<file path="src/rtl/bit_debounce.sv">
// Single-bit input conditioner: synchronizer chain followed by a run-length
// debounce counter, producing a clean registered level plus rise/fall strobes.
module bit_debounce #(
    parameter int SYNC_STAGES   = 2,
    parameter int STABLE_CYCLES = 4
) (
    input  logic clk,
    input  logic rst,
    input  logic d,
    output logic q,
    output logic rise,
    output logic fall,
    output logic busy
);

    localparam int CNT_W = (STABLE_CYCLES > 1) ? $clog2(STABLE_CYCLES) : 1;
    localparam logic [CNT_W-1:0] CNT_MAX  = CNT_W'(STABLE_CYCLES - 1);
    localparam logic [CNT_W-1:0] CNT_ZERO = CNT_W'(0);
    localparam logic [CNT_W-1:0] CNT_ONE  = CNT_W'(1);

    logic [SYNC_STAGES-1:0] sync_r;
    logic [CNT_W-1:0]       cnt_r;
    logic                   q_r;
    logic                   rise_r;
    logic                   fall_r;
    logic                   d_s;
    logic                   mismatch_s;

    // Pure shift chain: nothing may sit between stages so metastability can settle.
    always_ff @(posedge clk) begin
        if (rst) begin
            sync_r <= {SYNC_STAGES{1'b0}};
        end else begin
            sync_r <= {sync_r[SYNC_STAGES-2:0], d};
        end
    end

    assign d_s        = sync_r[SYNC_STAGES-1];
    assign mismatch_s = d_s ^ q_r;

    // Qualify a candidate level; commit only after an unbroken mismatch run.
    always_ff @(posedge clk) begin
        if (rst) begin
            cnt_r  <= CNT_ZERO;
            q_r    <= 1'b0;
            rise_r <= 1'b0;
            fall_r <= 1'b0;
        end else if (!mismatch_s) begin
            cnt_r  <= CNT_ZERO;
            q_r    <= q_r;
            rise_r <= 1'b0;
            fall_r <= 1'b0;
        end else if (cnt_r == CNT_MAX) begin
            cnt_r  <= CNT_ZERO;
            q_r    <= d_s;
            rise_r <= d_s;
            fall_r <= ~d_s;
        end else begin
            cnt_r  <= cnt_r + CNT_ONE;
            q_r    <= q_r;
            rise_r <= 1'b0;
            fall_r <= 1'b0;
        end
    end

    assign q    = q_r;
    assign rise = rise_r;
    assign fall = fall_r;
    // Both operands are flop outputs, so busy cannot glitch on d activity.
    assign busy = mismatch_s;

endmodule

</file>
<file path="config.mk">
export PLATFORM = sky130hd
export DESIGN_NAME = bit_debounce
export DESIGN_NICKNAME = d
export VERILOG_FILES = /design/src/rtl/bit_debounce.sv
export SDC_FILE = /design/constraint.sdc
export NUM_CORES = 1
export LEC_CHECK = 0
export ABC_AREA = 1
export CAP_MARGIN = 30
export CELL_PAD_IN_SITES_DETAIL_PLACEMENT = 2
export CELL_PAD_IN_SITES_GLOBAL_PLACEMENT = 2
export CORE_AREA = 2 2 39 41
export CTS_CLUSTER_DIAMETER = 120
export CTS_CLUSTER_SIZE = 12
export DETAILED_ROUTE_END_ITERATION = 7
export DIE_AREA = 0 0 41 43
export MAX_ROUTING_LAYER = met4
export PLACE_DENSITY_LB_ADDON = 0.05
export SETUP_SLACK_MARGIN = 0.02
export SLEW_MARGIN = 0
export SYNTH_ARGS = -nofsm -noshare
export SYNTH_HDL_FRONTEND = slang
export SYNTH_SLANG_ARGS = --single-unit
</file>
<file path="constraint.sdc">
create_clock -name clk -period 0.85 [get_ports clk]
set_input_delay 0.2125 -clock clk [delete_from_list [all_inputs] [get_ports clk]]
set_output_delay 0.2125 -clock clk [all_outputs]
set_load 0.02 [all_outputs]
</file>
Word-level counts from Yosys, hierarchy flattened
Cells that the tools add are included.
{"block": "totals", "regBits": 7, "output_inout_bits": 4, "wordCells": 14}
{"block": "op_classes", "addsub": 1, "eq_ne": 1, "n_bitwise": 4, "n_reduce_logical": 3}
{"operator": "$reduce_or A3 Y1", "n": 2}
{"operator": "$not A1 Y1", "n": 3}
{"operator": "$add A2 B1 Y2 const B", "n": 1}
{"operator": "$eq A2 B2 Y1 const B", "n": 1}
{"operator": "$reduce_and A2 Y1", "n": 1}
{"operator": "$xor A1 B1 Y1", "n": 1}

Longest topological paths before layout
{"block": "depth", "depth_word": 3, "ltp_mapped": 5, "depth_no_buf": 5}

Worst setup path after synthesis
OpenSTA, ideal clock, no wires.
{"block": "synth_timing", "path_kind": "register -> output", "startpoint": "register q_r (netlist: q)", "endpoint": "output busy", "t_arrival_ns": 0.848, "t_required_ns": 0.637, "slack_ns": -0.210, "stages_incl_launch_ff": 4, "path_cell_list": "dfxtp_1 -> inv_2 -> nand2_4 -> and2_1"}
{"block": "synth_via", "elab_chain_cells": 1}
{"item": "start, declared", "line": "23", "source": "logic q_r;"}
{"item": "start signal, assigned", "line": "50", "source": "q_r <= q_r;"}
{"item": "start signal, assigned", "line": "55", "source": "q_r <= d_s;"}
{"item": "start signal, assigned", "line": "60", "source": "q_r <= q_r;"}
{"item": "$xor A1 B1 Y1", "line": "39", "source": "assign mismatch_s = d_s ^ q_r;"}
{"item": "end, declared", "line": "13", "source": "output logic busy"}
No other way between the ends.

Worst setup path in the final report
Same ends and word-level chain as after synthesis.

==> impl_metrics.csv <==
group,metric,value,unit
routing,wl,636,µm
logic_synthesis,synth_top_area_cell,"dfxtp_1",
timing,final_max_slew_viol_count,0,
floorplan,start_util,19.1,%
timing,hold_viol_final,0,
worst_setup_path,worst_ep_required_time,0.64,ns
timing,setup_viol,4,
floorplan,fp.dieW,41,µm
logic_synthesis,ys_seq_area_share,53.1,%
timing,fin_crit_sh,139,%
worst_setup_path,cp_cell_sequence,"inv_4, nand2_4, and2_4, buf_6",
logic_synthesis,ys_top_cells_by_area,"dfxtp_1, inv_1, nor2_1",
clocking,cts_tree,"yes",
logic_synthesis,ys.flop_type,"dfxtp_1",
logic_synthesis,yosysMostFrequentCell,"dfxtp_1",
global_route,overflow,0,
routing,num_vias,255,
final_layout,fillCellCount,155,
clocking,numCtsBuffers,3,
worst_setup_path,crit_path_top_delay_cell,"dfxtp_4",
logic_synthesis,synth.top_cells.by_count,"dfxtp_1, inv_1, nor2_1",
worst_setup_path,reg2reg_depth,6,
outcome,status,"complete, but fails checks",
routing,vias_per_cell,4.11,
logic_synthesis,synth_area,264,µm²
power_and_ir_drop,power.leakage,0.000217,µW
global_route,grt_max_degree,5,
min_path,whs_path_depth,2,
global_route,grt_pass1_vias,285,
power_and_ir_drop,power_density,1500,nW/µm²
logic_synthesis,postSynthAreaPerCell,8.52,µm²
outcome,violations,"negative setup slack",
logic_synthesis,yosys_warnings,0,
timing,worst_slack,-0.329,ns
global_route,grt_pass1_wl,1.15,mm
routing,drt_iter0_markers,1,
worst_setup_path,worstSetupStartpointType,"register",
final_layout,antenna_cells,0,
logic_synthesis,synth_edf_count,0,
min_path,hold_path_class,"reg -> reg",
final_layout,layout-drive-gt1-share,60.9,%
routing,dr.pass1.iters,2,
placement,hpwl,466,µm
timing,worstMarginPinSlew,0.204,ns
floorplan,ioPinCount,7,
global_route,grt_usage,11.0,%
timing,maxSlewHeadroom,86.4,%
clocking,worstSkewPairLatency,0.25,ns
min_path,holdCritStartpoint,"sync_r[0]",
timing,max_freq,848,MHz
clocking,clockRootBuffer,"clkbuf_4",
timing,period_minus_slack,1.18,ns
logic_synthesis,synth_cell_type_count,12,
floorplan,die_y,43,µm
logic_synthesis,syn-instance-count,31,
placement,gp_congestion,0.590,
worst_setup_path,arrival,0.97,ns
worst_setup_path,worst-setup-path-type,"reg -> out",
floorplan,die_area,1760,µm²
placement,pre_cts_ws,-0.597,ns
logic_synthesis,synth_nets,35,
routing,ant_nets,0,
worst_setup_path,end_kind,"output port",
final_layout,final_util,33.2,%
min_path,holdPathEnd,"sync_r[1]",
worst_setup_path,rrSetupSlack,0,ns
logic_synthesis,async_reset_ff_share,0,%
routing,post-route-drc-count,0,
clocking,cts_sinks,7,
routing,wl_per_cell,10.3,µm
timing,fin_skew,0.000902,ns
logic_synthesis,yosysTopAreaCellShare,53.1,%
clocking,clockBufferDepth,2,
global_route,antenna_found_initial,0,
logic_synthesis,ys_ff_latch,7,
clocking,path_clk_slew,0.05,ns
clocking,cts_max_level,1,
worst_setup_path,r2r_start,"q",
floorplan,core_area,1380,µm²
worst_setup_path,max_stage_delay,0.36,ns
floorplan,rows,14,
job,max_cap_viol_count,0,
placement,port_buffers,6,
timing,rsz0062_at_grt,"true",
power_and_ir_drop,peakVddDrop,0.508,mV
final_layout,layout.nets,51,
worst_setup_path,cp_max_fo,4,
final_layout,area_growth,73.9,%
worst_setup_path,worstReg2RegEnd,"q",
state kept, by name, indices dropped and copies added (netlist names):
name	flops
sync_r	2
fall	1
cnt_r	2
rise	1
q	1
power breakdown:
group | switching (µW) | total (µW) | internal (µW)
Clock | 127 | 307 | 179
Sequential | 5.19 | 335 | 330
Combinational | 20.7 | 45.8 | 25.1
critical path, delay by kind of cell, from the launching register on:
family                 cells  cell delay, ns
and+or+nand+nor            2            0.16
DFF                        1            0.36
buffers and inverters      2            0.18
metal layers:
| metal | global-route usage, % | wire length, µm |
|---|---|---|
| met3 | 4.71 | 38 |
| met5 | - | 0 |
| met2 | 15.6 | 349 |
| met4 | 12.0 | 27 |
| met1 | 9.71 | 221 |
cells in the final DEF (no fill, tap or decap), types with 2 or more instances in the layout:
cell,count
nand2_1,2
inv_1,6
clkbuf_4,3
dfxtp_2,4
nor2_1,4
buf_6,4
dfxtp_4,2
inv_4,2
nand3_2,2
buf_4,5
nand4_1,2
through the flow:
stage | power (µW) | std cells | cell area [µm²] | hold WS, ns | TNS, ns
after global placement | 384 | 57 | 385 | 0.399 | -2.98
final | 688 | 62 | 459 | 0.402 | -0.652
after global routing | 742 | 62 | 459 | 0.431 | -0.893
after CTS | 713 | 61 | 445 | 0.413 | -0.835
after detailed placement | 386 | 57 | 385 | 0.413 | -3.10
after floorplan | 360 | 31 | 275 | 0.284 | -0.0118
final cells by class:
type                       count  area, µm²  share of cell area (%)
tap                           16       20.0                    4.36
inverter                       8       35.0                    7.63
sequential                     7        153                    33.2
timing repair buffer          11        101                    22.1
multi-input combinational     16        124                    27.0
clock buffer                   4       26.3                    5.72
logic make-up after synthesis:
kind of cell,after synthesis,share of synthesized area [%]
flip-flops,7,53.1
buffers and inverters,8,11.4
adder cells (fa/ha/maj),1,4.74
AND/OR/NAND/NOR,15,30.8
what timing repair did:
action	4_1_cts	5_1_grt
hold buffers	0	0
buffers inserted	2	1
resized for setup	30	7
endpoints found under the setup margin	9	8
endpoints found under the hold margin	0	0
pin swaps	3	2
how the worst max path moves through the flow:
stage               from  endpoint  slack [ns]  depth (start not counted)
2_1_floorplan          q      busy       -0.01                          3
3_3_place_gp   sync_r[1]      busy       -0.56                          4
3_5_place_dp   sync_r[1]      busy       -0.60                          4
4_1_cts                q      busy       -0.35                          4
5_1_grt                q      busy       -0.38                          3
6_report               q      busy       -0.33                          4
No activity file was read; power rests on OpenSTA's default activity.
